`config.mk`:
```
export PLATFORM = sky130hd
export DESIGN_NAME = adc_peak_tracker
export DESIGN_NICKNAME = d
export VERILOG_FILES = /design/src/rtl/adc_peak_tracker.sv
export SDC_FILE = /design/constraint.sdc
export NUM_CORES = 1
export LEC_CHECK = 0
export ABC_AREA = 1
export BUFFER_PORTS_ARGS = -buffer_cell sky130_fd_sc_hd__buf_4
export CELL_PAD_IN_SITES_DETAIL_PLACEMENT = 0
export CELL_PAD_IN_SITES_GLOBAL_PLACEMENT = 1
export CORE_MARGIN = 2
export CORE_UTILIZATION = 25
export DETAILED_ROUTE_END_ITERATION = 10
export PLACE_DENSITY_LB_ADDON = 0.1
export SYNTH_ARGS = -nofsm -noshare
export SYNTH_HDL_FRONTEND = slang
export SYNTH_SLANG_ARGS = --single-unit
```
`constraint.sdc`:
```
create_clock -name clk -period 4.24 [get_ports clk]
set_input_delay 0.848 -clock clk [delete_from_list [all_inputs] [get_ports clk]]
set_output_delay 0.848 -clock clk [all_outputs]
set_load 0.01 [all_outputs]
```
`src/rtl/adc_peak_tracker.sv`:
```
// Windowed peak / peak-to-peak detector over a stream of ADC samples.
// It publishes max, min, Vpp and the range flags once per WIN_LEN samples, after discarding SETTLE_LEN settling samples.
module adc_peak_tracker #(
  parameter int DATA_W     = 12,
  parameter int WIN_LEN    = 1024,
  parameter int SETTLE_LEN = 16,
  parameter int HI_TH      = 3900,
  parameter int LO_TH      = 400
) (
  input  logic              clk,
  input  logic              rst_n,
  input  logic              en,
  input  logic              clear,
  input  logic              adc_clk,
  input  logic [DATA_W-1:0] adc_data,
  output logic [DATA_W-1:0] peak_max,
  output logic [DATA_W-1:0] peak_min,
  output logic [DATA_W-1:0] vpp,
  output logic              over_range,
  output logic              under_range,
  output logic              result_valid,
  output logic              busy
);

  localparam int WCW = $clog2(WIN_LEN);
  localparam int SCW = (SETTLE_LEN > 0) ? $clog2(SETTLE_LEN + 1) : 1;
  localparam logic [WCW-1:0]    WIN_LAST    = WCW'(WIN_LEN - 1);
  localparam logic [SCW-1:0]    SETTLE_LAST = SCW'((SETTLE_LEN > 0) ? SETTLE_LEN - 1 : 0);
  localparam logic [DATA_W-1:0] HI_TH_W     = DATA_W'(HI_TH);
  localparam logic [DATA_W-1:0] LO_TH_W     = DATA_W'(LO_TH);
  localparam logic [DATA_W-1:0] ALL_ONES    = '1;

  typedef enum logic [1:0] {S_IDLE, S_SETTLE, S_ACQ} state_e;
  localparam state_e START_ST = (SETTLE_LEN > 0) ? S_SETTLE : S_ACQ;

  state_e            state_q, state_d;
  logic              adc_clk_d_q, adc_clk_d_d;
  logic [DATA_W-1:0] samp_q, samp_d;
  logic              samp_vld_q, samp_vld_d;
  logic [SCW-1:0]    settle_cnt_q, settle_cnt_d;
  logic [WCW-1:0]    win_cnt_q, win_cnt_d;
  logic [DATA_W-1:0] run_max_q, run_max_d, run_min_q, run_min_d;
  logic [DATA_W-1:0] peak_max_q, peak_max_d, peak_min_q, peak_min_d, vpp_q, vpp_d;
  logic              over_q, over_d, under_q, under_d, rv_q, rv_d;

  logic              rise;
  logic [DATA_W-1:0] new_max, new_min, new_vpp;

  assign rise    = adc_clk & ~adc_clk_d_q;
  assign new_max = (samp_q > run_max_q) ? samp_q : run_max_q;
  assign new_min = (samp_q < run_min_q) ? samp_q : run_min_q;
  assign new_vpp = new_max - new_min;

  always_comb begin
    state_d      = state_q;
    adc_clk_d_d  = adc_clk;
    samp_d       = rise ? adc_data : samp_q;
    samp_vld_d   = rise;
    settle_cnt_d = settle_cnt_q;
    win_cnt_d    = win_cnt_q;
    run_max_d    = run_max_q;
    run_min_d    = run_min_q;
    peak_max_d   = peak_max_q;
    peak_min_d   = peak_min_q;
    vpp_d        = vpp_q;
    over_d       = over_q;
    under_d      = under_q;
    rv_d         = 1'b0;

    case (state_q)
      S_IDLE: begin
        if (en) begin
          state_d      = START_ST;
          settle_cnt_d = '0;
          win_cnt_d    = '0;
          run_max_d    = '0;
          run_min_d    = ALL_ONES;
        end
      end
      S_SETTLE: begin
        if (samp_vld_q) begin
          if (settle_cnt_q == SETTLE_LAST) begin
            state_d      = S_ACQ;
            settle_cnt_d = '0;
          end else begin
            settle_cnt_d = settle_cnt_q + SCW'(1);
          end
        end
      end
      S_ACQ: begin
        if (samp_vld_q) begin
          if (win_cnt_q == WIN_LAST) begin
            // Last sample of the window: publish and restart without losing the next sample.
            peak_max_d = new_max;
            peak_min_d = new_min;
            vpp_d      = new_vpp;
            over_d     = (new_max >= HI_TH_W);
            under_d    = (new_vpp < LO_TH_W);
            rv_d       = 1'b1;
            win_cnt_d  = '0;
            run_max_d  = '0;
            run_min_d  = ALL_ONES;
          end else begin
            run_max_d = new_max;
            run_min_d = new_min;
            win_cnt_d = win_cnt_q + WCW'(1);
          end
        end
      end
      default: state_d = S_IDLE;
    endcase

    // Disable or clear abandons the partial window; published results hold.
    if (!en || clear) begin
      state_d      = en ? START_ST : S_IDLE;
      settle_cnt_d = '0;
      win_cnt_d    = '0;
      run_max_d    = '0;
      run_min_d    = ALL_ONES;
      peak_max_d   = peak_max_q;
      peak_min_d   = peak_min_q;
      vpp_d        = vpp_q;
      over_d       = over_q;
      under_d      = under_q;
      rv_d         = 1'b0;
    end
  end

  always_ff @(posedge clk) begin
    if (!rst_n) begin
      state_q      <= S_IDLE;
      adc_clk_d_q  <= 1'b0;
      samp_q       <= '0;
      samp_vld_q   <= 1'b0;
      settle_cnt_q <= '0;
      win_cnt_q    <= '0;
      run_max_q    <= '0;
      run_min_q    <= ALL_ONES;
      peak_max_q   <= '0;
      peak_min_q   <= '0;
      vpp_q        <= '0;
      over_q       <= 1'b0;
      under_q      <= 1'b0;
      rv_q         <= 1'b0;
    end else begin
      state_q      <= state_d;
      adc_clk_d_q  <= adc_clk_d_d;
      samp_q       <= samp_d;
      samp_vld_q   <= samp_vld_d;
      settle_cnt_q <= settle_cnt_d;
      win_cnt_q    <= win_cnt_d;
      run_max_q    <= run_max_d;
      run_min_q    <= run_min_d;
      peak_max_q   <= peak_max_d;
      peak_min_q   <= peak_min_d;
      vpp_q        <= vpp_d;
      over_q       <= over_d;
      under_q      <= under_d;
      rv_q         <= rv_d;
    end
  end

  assign peak_max     = peak_max_q;
  assign peak_min     = peak_min_q;
  assign vpp          = vpp_q;
  assign over_range   = over_q;
  assign under_range  = under_q;
  assign result_valid = rv_q;
  assign busy         = (state_q != S_IDLE);

endmodule

```
==> reports/metrics.csv <==
metric,value,unit
status,finished clean,
cp_max_fo,24,
synthArstFlopShare,0,%
ys_types,39,
fin_worst_skew,5.68,ps
syn_nets,773,
grt_antenna_before_repair,0,
intPower,0.00163,W
ioPinCount,57,
synth_most_common_cell,nand2_1,
numPortBuffers,56,
cts_hold_buf,0,
layout_setup_ws,522,ps
crit_chain,inv_1 -> ha_1 -> nand4_1 -> nor2_1 -> nand2_1 -> nand3_2 -> nand2_4 -> o21ai_0 -> ha_1 -> inv_1 -> fa_1 -> nand2_1 -> nand2_1 -> nand2_4 -> nand2_4 -> a21oi_1 -> xor2_1 -> nand3_1 -> nand3_1 -> a21oi_1,
num_rows,52,
drc,0,
vias,4639,
p_leak,2.95,nW
reg2reg_depth,20,
firstDrtPassIters,4,
place_inst,1039,
routed_wirelength,15700,um
synthTopCellsByArea,"dfxtp_1 37%, nand2_1 10%, ha_1 8.5%",
dp_slack,480,ps
clkSinkCount,94,
ys_seq_area_share,36.7,%
core-area,20200,um2
switching_power,0.000685,W
synth_commonest_cells,"140 x nand2_1, 111 x inv_1, 94 x dfxtp_1",
n_antenna_cell,0,
synth_ff_type,dfxtp_1,
area_growth,22.5,%
crit_path_end_kind,flip-flop,
grt_pass1_vias,4431,
comb_power_share,19.1,%
antenna_left,0,
post-cts-setup-buffers,0,
path_clk_slew,70,ps
routed_via_density,4.40,
grt_pass1_wl,25300,um
clock_path_buffers,2,
initial_core_util,25.4,%
globalplace.congestion,0.789,
postSynthCellCount,720,
cap_violations,0,
hpwl,11800,um
clock_latency,360,ps
fin_crit,3720,ps
rsz0062_at_grt,false,
h-tree-depth,3,
crit_type,flip-flop to flip-flop,
tns,0,ps
seq_power_share,39.2,%
cts_resized,0,
tightest_slew,804,ps
dr.first_iter.drc_count,250,
final_nets,833,
yosysTopAreaCellShare,36.7,%
worstPathArrival,3960,ps
slew_headroom,46.3,%
swShare,29.6,%
drive_above_1_share,16.7,%
final_util,31.1,%
avgRoutedWirePerCell,14.9,um
min_period_over_period,87.7,%
placed_area,5930,um2
cts_buffers,9,
synth_largest_area_cell,dfxtp_1,
grt_util_all_layers,15.2,%
fmax,269,MHz
synth_edf_count,0,
final_area,6280,um2
die_w,147,um
cts_tree,done,
slowest_delay,460,ps
grt_max_degree,43,
crit_slowest_cell,o21ai_0,
gr-total-overflow,0,
drv_slew,0,
hold_viol,0,
start_kind,flip-flop,
worstHoldPathCells,2,
cp.required,4480,ps
clock-root-buffer,clkbuf_16,
fill_cells,2208,
synth_warnings,0,
syn_avg_cell_area,7.12,um2
r2r_setup_slack,520,ps
p_clk_share,41.6,%
hold_class,flip-flop to flip-flop,
die_area,21700,um2
yosys_register_bits,94,
layout.cells.non_filler,1055,
dieHeight,147,um
powerDensity,368,nW/um2
finalSetupViolCount,0,
vdd_drop_max,0.000212,V
syn_area,5120,um2
per-stage QoR:
stage	hold slack, ps	power [W]
detailed placement	432	0.00138
finish	440	0.00231
global placement	426	0.00138
CTS	443	0.00236
floorplan	392	0.00124
global route	489	0.00244
layer usage:
| metal | track usage (%) | vias up | part of all wire (%) |
|---|---|---|---|
| met4 | 4.90 | 0 | 1.4 |
| met2 | 23.8 | 71 | 45 |
| li1 | - | 2446 | - |
| met5 | 0 | - | 0 |
| met3 | 2.36 | 13 | 3.3 |
| met1 | 21.3 | 2109 | 50 |
critical path: cells and delay by family, from the launching register on:
kind / cells / cell delay, ps
DFF: 1 / 380
adders and majority gates: 3 / 930
AOI/OAI and AO/OA: 3 / 680
and+or+nand+nor: 11 / 1180
buffers and inverters: 2 / 130
xor gates and xnor gates: 1 / 280
power groups by stage:
stage	registers (W)	logic [W]	clock network [W]
2_1_floorplan	0.000924	0.000316	0
3_3_place_gp	0.000928	0.000455	0
3_5_place_dp	0.000928	0.000450	0
4_1_cts	0.000907	0.000452	0.000997
5_1_grt	0.000909	0.000506	0.00102
6_report	0.000907	0.000442	0.000963
kinds of logic (layout without fill, tap and decap cells):
kind of cell	after synthesis	count (layout)	synth area share [%]
and+or+nand+nor	273	273	24.5
AOI/OAI and AO/OA	167	167	18.1
buffers and inverters	145	210	10.9
adders and majority gates	36	36	8.94
xor gates and xnor gates	5	5	0.855
DFF	94	94	36.7
layout by cell type, fill, tap and decap left out, types with 3 or more instances in the layout:
cell	instances
o21ai_1	8
nand2_1	140
inv_1	111
nand2_2	15
o211ai_1	18
o21ai_0	58
xor2_1	4
ha_1	35
nand2_4	10
nand3_1	19
bufinv_16	3
buf_4	74
a21oi_1	67
nor2_1	61
nand4_1	5
nor3_1	10
inv_2	7
clkbuf_16	9
dfxtp_1	94
a211oi_1	6
flip-flops by register name (all words and copies together) (netlist names):
signal and flops:
under_range 1, vpp 12, adc_clk_d_q 1, over_range 1
state_q 2, settle_cnt_q 5, run_max_q 12, peak_min 12
win_cnt_q 10, run_min_q 12, samp_vld_q 1, result_valid 1
peak_max 12, samp_q 12
area by class of cell:
cell class / instances / area, um2 / area share, %
clock buffers: 9 / 225 / 3.59
clock inverters: 7 / 123 / 1.95
inverters: 119 / 447 / 7.12
multi-input cells: 481 / 2690 / 42.8
flip-flops and latches: 94 / 1880 / 30.0
well taps: 270 / 338 / 5.38
repair buffers: 75 / 576 / 9.17
path summary, 6_finish.rpt:
path | startpoint | end
worst max-delay path | run_max_q[6] | under_range
worst min-delay path | settle_cnt_q[4] | settle_cnt_q[4]
worst max register to register | run_max_q[6] | under_range
worst min register to register | settle_cnt_q[4] | settle_cnt_q[4]
Note: power is estimated with default switching activity, not from simulation.
